===== config.mk =====
export PLATFORM = sky130hd
export DESIGN_NAME = rr_arbiter16
export DESIGN_NICKNAME = d
export VERILOG_FILES = /design/src/rtl/rr_arbiter16.sv
export SDC_FILE = /design/constraint.sdc
export NUM_CORES = 1
export LEC_CHECK = 0
export ABC_AREA = 1
export BUFFER_PORTS_ARGS = -buffer_cell sky130_fd_sc_hd__buf_2
export CAP_MARGIN = 5
export CORE_ASPECT_RATIO = 1.2
export CORE_MARGIN = 5
export CORE_UTILIZATION = 35
export DETAILED_ROUTE_END_ITERATION = 10
export HOLD_SLACK_MARGIN = 0.08
export PLACE_DENSITY_LB_ADDON = 0.25
export SETUP_SLACK_MARGIN = 0.5
export SLEW_MARGIN = 20
export SYNTH_ARGS = -nofsm -noshare
export SYNTH_HDL_FRONTEND = slang
export SYNTH_SLANG_ARGS = --single-unit

===== constraint.sdc =====
create_clock -name clk -period 6.9 [get_ports clk]
set_clock_uncertainty 0.2 [all_clocks]
set_input_delay 2.07 -clock clk [delete_from_list [all_inputs] [get_ports clk]]
set_output_delay 2.07 -clock clk [all_outputs]
set_load 0.005 [all_outputs]

===== src/rtl/rr_arbiter16.sv =====
// 16-way round-robin arbiter with registered one-hot grant; grant 1 edge after request, held until release.
// Define ARB_TIMEOUT_EN to add a MAX_HOLD-cycle forced release with a one-cycle timeout pulse.
module rr_arbiter16 #(
    parameter int unsigned MAX_HOLD = 8
) (
    input  logic        clk,
    input  logic        rst,
    input  logic [15:0] req,
    output logic [15:0] gnt,
    output logic [3:0]  gnt_id,
    output logic        gnt_valid,
    output logic        timeout
);

    typedef enum logic {IDLE, GRANT} state_t;

    state_t      state, state_nxt;
    logic [3:0]  ptr, ptr_nxt;
    logic [3:0]  gnt_id_nxt;
    logic [15:0] gnt_nxt;
    logic [3:0]  win, idx;
    logic        found;

    if (MAX_HOLD < 1 || MAX_HOLD > 255) begin : g_bad_hold
        $error("MAX_HOLD out of range 1..255");
    end

`ifdef ARB_TIMEOUT_EN
    logic [7:0] hold_cnt, hold_cnt_nxt;
    logic       timeout_nxt;
`endif

    // Rotating search: ptr+1 first, ptr itself last, so the last winner has lowest priority.
    always_comb begin
        win   = '0;
        found = 1'b0;
        idx   = '0;
        for (int k = 1; k <= 16; k++) begin
            idx = ptr + 4'(k);
            if (!found && req[idx]) begin
                win   = idx;
                found = 1'b1;
            end
        end
    end

    always_comb begin
        state_nxt    = state;
        gnt_nxt      = gnt;
        gnt_id_nxt   = gnt_id;
        ptr_nxt      = ptr;
`ifdef ARB_TIMEOUT_EN
        hold_cnt_nxt = hold_cnt;
        timeout_nxt  = 1'b0;
`endif
        case (state)
            IDLE: begin
                if (found) begin
                    gnt_nxt    = 16'h0001 << win;
                    gnt_id_nxt = win;
                    ptr_nxt    = win;
                    state_nxt  = GRANT;
`ifdef ARB_TIMEOUT_EN
                    hold_cnt_nxt = 8'd1;
`endif
                end
            end
            GRANT: begin
                if (!req[gnt_id]) begin
                    gnt_nxt   = '0;
                    state_nxt = IDLE;
                end
`ifdef ARB_TIMEOUT_EN
                else if (hold_cnt == 8'(MAX_HOLD)) begin
                    gnt_nxt     = '0;
                    state_nxt   = IDLE;
                    timeout_nxt = 1'b1;
                end else if (hold_cnt != 8'hFF) begin
                    hold_cnt_nxt = hold_cnt + 8'd1;
                end
`endif
            end
            default: begin
                gnt_nxt   = '0;
                state_nxt = IDLE;
            end
        endcase
    end

    always_ff @(posedge clk or posedge rst) begin
        if (rst) begin
            state     <= IDLE;
            gnt       <= '0;
            gnt_id    <= '0;
            gnt_valid <= 1'b0;
            ptr       <= 4'hF;
        end else begin
            state     <= state_nxt;
            gnt       <= gnt_nxt;
            gnt_id    <= gnt_id_nxt;
            gnt_valid <= |gnt_nxt;
            ptr       <= ptr_nxt;
        end
    end

`ifdef ARB_TIMEOUT_EN
    always_ff @(posedge clk or posedge rst) begin
        if (rst) begin
            hold_cnt <= '0;
            timeout  <= 1'b0;
        end else begin
            hold_cnt <= hold_cnt_nxt;
            timeout  <= timeout_nxt;
        end
    end
`else
    assign timeout = 1'b0;
`endif

endmodule


==> flow_metrics.py, run 1 <==
metrics = {
    "run_status": {
        "status": "complete, no violations",
    },
    "clock_network": {
        "cts_setup_buffers": 0,
        "cts_sinks": 26,
        "cts-buffers-inserted": 3,
        "cts_tree": "done",
        "htreeDepth": 1,
        "hold_buffers": 0,
        "cts_root_buf": "clkbuf_16",
        "insertion_delay_ns": 0.26,
        "clock_tree.buffer_depth": 2,
        "path_clk_slew_ns": 0.06,
        "cts-resized-gates": 0,
    },
    "routing": {
        "postRouteAntennaNets": 0,
        "dr_total_vias": 3872,
        "drt_first_pass_iters": 8,
        "drt_wl_total_mm": 10.8,
        "drtIter0Drc": 260,
        "drc": 0,
        "viasPerCell": 5.20,
        "routedWlPerCell_um": 14.5,
    },
    "timing": {
        "tightestPinTransition_ns": 0.983,
        "period_needed_ns": 5.79,
        "rsz0062_at_grt": "no",
        "fin_tns_setup_ns": 0,
        "slew_headroom_pct": 34.4,
        "min_period_over_period_pct": 83.9,
        "setup_viol": 0,
        "hold_viol": 0,
        "setup_ws_ns": 1.11,
        "drv_slew": 0,
        "fmax_mhz": 173,
    },
    "placement": {
        "dpl.hpwl_mm": 8.55,
        "numPortBuffers": 38,
        "gp_congestion": 0.979,
        "post-place-ws_ns": 1.23,
    },
    "critical_path": {
        "cp_max_fo": 32,
        "required_ns": 6.86,
        "critPathLaunchType": "flop",
        "crit_top_cell": "nand2_1",
        "slowest_stage": "dfstp_2",
        "critPathMaxStageDelay_ns": 0.96,
        "rr_startpoint": "ptr[0]",
        "critPathLaunch": "ptr[0]",
        "crit_arrival_ns": 5.75,
        "crit_type": "flop to flop",
        "cp-end-kind": "flop",
    },
    "final_layout": {
        "final_nets": 648,
        "seqCellArea_um2": 656,
        "layout_common_cells": "187 x nand2_1, 108 x nand3_1, 72 x nor2_1",
        "syn_to_final_growth_pct": 10.3,
        "multi_input_area_mm2": 0.00234,
        "layout_commonest_cell": "nand2_1",
        "diodes": 0,
        "fillers": 1048,
        "drive_gt1_share_pct": 13.4,
    },
    "synthesis": {
        "ys_seq_area_share_pct": 19.5,
        "synth_warnings": 0,
        "synthCells": 594,
        "synth_area_per_cell_um2": 5.67,
        "syn-cell-area_mm2": 0.00337,
        "synth_cell_types": 39,
        "synth_nets": 620,
        "ys_ff_latch": 26,
    },
    "hold_path": {
        "hold_start": "gnt[9]",
        "worstHoldPathType": "flop to flop",
    },
    "die": {
        "ios": 40,
        "start_util_pct": 35.6,
        "die_h_um": 117,
        "dieArea_mm2": 0.0117,
        "core_area_mm2": 0.00947,
        "die_x_um": 99.5,
        "row_count": 39,
    },
    "grt": {
        "overflow": 0,
        "grt_max_degree": 33,
        "grt_pass1_wl_mm": 18.0,
        "grt_pass1_vias": 3713,
        "grt_usage_pct": 18.7,
        "antenna_found_initial": 0,
    },
    "flow_run": {
        "max_cap_viol_count": 0,
    },
}
critical path, delay by kind of cell, from the launching register on:
kind                     cells  cell delay [ns]
buffers and inverters        4             1.15
adder cells (fa/ha/maj)      1             0.40
flip-flops                   1             0.96
AND/OR/NAND/NOR             24             2.95
sequential cells by signal (all words and copies together) (netlist names):
name / cells
gnt_valid: 1
gnt_id: 4
gnt: 16
ptr: 4
state: 1
worst paths after layout:
check | slack (ns) | depth (start not counted) | endpoint
max in group asynchronous | 4.08 | 2 | gnt[5]
min reg2reg | 0.33 | 2 | gnt[9]
min in group asynchronous | 1.83 | 2 | gnt_id[3]
max | 1.11 | 29 | gnt_valid
min | 0.33 | 2 | gnt[9]
max reg2reg | 1.11 | 29 | gnt_valid
synthesized netlist by cell type, drive strengths merged:
cell type	number	share of area (%)
nand2	197	23
nand3	112	17
nor2	78	9.6
inv	71	7.9
o21ai	31	4.6
dfrtp	22	16
nand4	19	4.4
buf	13	2.5
a21oi	10	1.7
ha	8	3.0
xor2	6	1.8
dfstp	4	3.1
nor3	4	1.2
clkbuf	3	0.33
clkinv	3	0.37
o211ai	2	0.45
o21a	2	0.45
o221ai	2	0.52
o22ai	2	0.37
xnor2	2	0.52
and3	1	0.19
conb	1	0.11
nand3b	1	0.22
metal layers:
metal	track usage, %	part of all wire [%]	vias to the layer above
met5	0	0	-
met4	6.92	2.6	0
met3	1.25	4.1	21
met2	33.3	50	127
met1	23.3	43	1746
li1	-	-	1978
layout make-up:
cell class / instances / share of cell area [%]
Clock buffer: 4 / 2.39
Inverter: 74 / 7.52
Multi-Input combinational cell: 478 / 62.9
Sequential cell: 26 / 17.7
Tap cell: 123 / 4.15
Timing Repair Buffer: 39 / 5.33
cells by family after synthesis:
logic type / Yosys count / share of synthesized area [%]
simple gates: 412 / 55.9
buf+inv: 90 / 11.1
compound gates: 49 / 8.10
flops: 26 / 19.5
xor+xnor: 8 / 2.30
fa+ha+maj: 8 / 2.97
other cells: 1 / 0.111
per-stage QoR:
stage | cells | area [um2] | hold slack, ns | util (%)
after global routing | 744 | 3710 | 0.370 | 39.2
after floorplan | 594 | 3370 | 0.314 | -
after global placement | 740 | 3620 | 0.315 | 38.3
after detailed placement | 740 | 3620 | 0.320 | 38.3
final | 744 | 3710 | 0.330 | 39.2
after CTS | 744 | 3710 | 0.336 | 39.2
Power of run 1 is left out: the tool's default activity adds up to more than one toggle a clock period on the data nets, which glitch-free logic cannot reach.
==> run 2: changes to the inputs <==
--- a/config.mk
+++ b/config.mk
@@ -5,7 +5,7 @@
 export SDC_FILE = /design/constraint.sdc
 export NUM_CORES = 1
 export LEC_CHECK = 0
-export ABC_AREA = 1
+export ABC_AREA = 0
 export BUFFER_PORTS_ARGS = -buffer_cell sky130_fd_sc_hd__buf_2
 export CAP_MARGIN = 5
 export CORE_ASPECT_RATIO = 1.2
==> constraint.sdc (replaced) <==
create_clock -name clk -period 4.94 [get_ports clk]
set_clock_uncertainty 0.2 [all_clocks]
set_input_delay 1.482 -clock clk [delete_from_list [all_inputs] [get_ports clk]]
set_output_delay 1.482 -clock clk [all_outputs]
set_load 0.005 [all_outputs]
==> flow_metrics.py, run 2 <==
metrics = {
    "timing": {
        "min_period_over_period_pct": 90.3,
        "fmax_mhz": 224,
        "hold_viol": 0,
        "slew_headroom_pct": 37.9,
        "tightestPinTransition_ns": 0.926,
        "setup_viol": 0,
        "drv_slew": 0,
        "period_needed_ns": 4.46,
        "fin_tns_setup_ns": 0,
        "rsz0062_at_grt": "yes",
    },
    "synthesis": {
        "synth_area_per_cell_um2": 9.28,
        "synth_top_cells_by_count": "41 x nand2_1, 30 x mux2i_1, 30 x mux4_2, 24 x o21ai_0",
        "ys_seq_area_share_pct": 17.1,
        "synth_top_area_share_pct": 17.6,
        "synthCells": 414,
        "synth_nets": 440,
        "synth_area_leaders": "mux4_2 18%, dfrtp_1 14%, mux2i_1 7.8%",
        "synth_most_common_cell": "nand2_1",
        "ys_ff_latch": 26,
        "synth_cell_types": 78,
        "syn-cell-area_mm2": 0.00384,
        "synth_warnings": 0,
        "yosysTopAreaCell": "mux4_2",
        "ys.flop_type": "dfrtp_1",
        "async_flop_share_pct": 100,
        "synth_edf_count": 0,
    },
    "final_layout": {
        "layout_commonest_cell": "buf_4",
        "drive_gt1_share_pct": 42.6,
        "final_nets": 513,
        "syn_to_final_growth_pct": 29.2,
        "largest_reg_flops": 16,
        "reg_top3": "gnt x16, gnt_id x4, ptr x4",
        "diodes": 0,
        "layout_common_cells": "47 x buf_4, 38 x nand2_1, 30 x mux4_2",
        "regMostFlops": "gnt",
    },
    "routing": {
        "routedWlPerCell_um": 22.1,
        "drtIter0Drc": 264,
        "drt_first_pass_iters": 5,
        "postRouteAntennaNets": 0,
        "drc": 0,
        "viasPerCell": 6.39,
        "dr_total_vias": 3950,
        "drt_wl_total_mm": 13.6,
    },
    "placement": {
        "numPortBuffers": 38,
        "gp_congestion": 0.975,
        "dpl.hpwl_mm": 10.7,
    },
    "die": {
        "core_area_mm2": 0.0109,
        "die_x_um": 106,
        "row_count": 42,
        "dieArea_mm2": 0.0132,
        "die_h_um": 125,
        "ios": 40,
        "start_util_pct": 35.3,
    },
    "clock_network": {
        "hold_buffers": 0,
        "clock_tree.buffer_depth": 2,
        "cts_tree": "done",
        "path_clk_slew_ns": 0.06,
        "insertion_delay_ns": 0.26,
        "cts_root_buf": "clkbuf_16",
        "htreeDepth": 1,
        "cts-buffers-inserted": 3,
        "cts_sinks": 26,
    },
    "critical_path": {
        "crit_type": "input pin to flop",
        "critPathLaunchType": "input pin",
        "required_ns": 4.89,
        "crit_arrival_ns": 4.41,
        "cp_max_fo": 7,
        "cp-end-kind": "flop",
    },
    "grt": {
        "overflow": 0,
        "grt_pass1_wl_mm": 21.2,
        "grt_usage_pct": 19.9,
        "grt_pass1_vias": 3889,
        "grtUsageMet3_pct": 2.07,
        "antenna_found_initial": 0,
        "grt_max_degree": 39,
        "globalRoute.busiestLayer": "met2",
        "grt_use_met2_pct": 33.9,
        "grt_use_met1_pct": 24.7,
    },
    "flow_run": {
        "max_cap_viol_count": 0,
    },
    "hold_path": {
        "worstHoldPathType": "flop to flop",
    },
    "run_status": {
        "status": "complete, no violations",
    },
}
-- run 2: per-stage QoR --
| stage | instance area [um2] | hold slack [ns] | utilization, % | setup slack, ns | std cells |
|---|---|---|---|---|---|
| after floorplan | 3880 | 0.301 | - | 0.510 | 414 |
| after global placement | 4410 | 0.296 | 40.5 | 0.104 | 606 |
| after detailed placement | 4410 | 0.303 | 40.5 | 0.0597 | 606 |
| after CTS | 4740 | 0.317 | 43.5 | 0.503 | 613 |
| after global routing | 4970 | 0.344 | 45.7 | 0.410 | 618 |
| final | 4970 | 0.317 | 45.7 | 0.481 | 618 |
-- run 2: cells by family after synthesis --
family,Yosys count,share of synthesized area (%)
other,1,0.0976
AOI/OAI and AO/OA,121,21.5
adders and majority gates,8,2.61
and+or+nand+nor,129,17.9
DFF,26,17.1
xor gates and xnor gates,11,3.68
muxes,84,32.6
buffers and inverters,34,4.49
-- run 2: critical path: stages --
cell and delay (ns):
buf_6 0.11, mux4_2 0.53, mux4_2 0.53, nor2_4 0.14
and2_4 0.18, buf_6 0.11, nand4_4 0.08, or3_4 0.33
a32o_2 0.29, or2_4 0.28, or2_4 0.24, o21a_1 0.10
-- run 2: layout make-up --
cell class	count	area [um2]
Clock buffer	3	75.1
Clock inverter	1	30.0
Fill cell	1023	5910
Inverter	12	45.0
Multi-Input combinational cell	354	3270
Sequential cell	26	656
Tap cell	132	165
Timing Repair Buffer	90	721
-- run 2: repair_timing --
item	CTS	global route
setup endpoints to repair	19	20
resized for setup	50	44
pin swaps	9	19
endpoints found under the hold margin	0	0
setup buffers	3	5
-- run 2: path summary, 6_finish.rpt --
path,start,end,slack [ns],cells after the start
setup / recovery,req[5],gnt_id[1],0.48,12
hold / removal,gnt[14],gnt[14],0.32,2
setup reg to reg,ptr[0],gnt[15],0.61,14
hold reg to reg,gnt[14],gnt[14],0.32,2
max in group asynchronous,rst,gnt[6],3.01,2
min in group asynchronous,rst,gnt[2],1.10,2
-- run 2: per-layer routing --
layer / share of wire [%] / up-vias
li1: - / 1783
met1: 41 / 1926
met2: 48 / 180
met3: 5.0 / 61
met4: 6.4 / 0
met5: 0 / -
Power of run 2 is left out for the same reason.
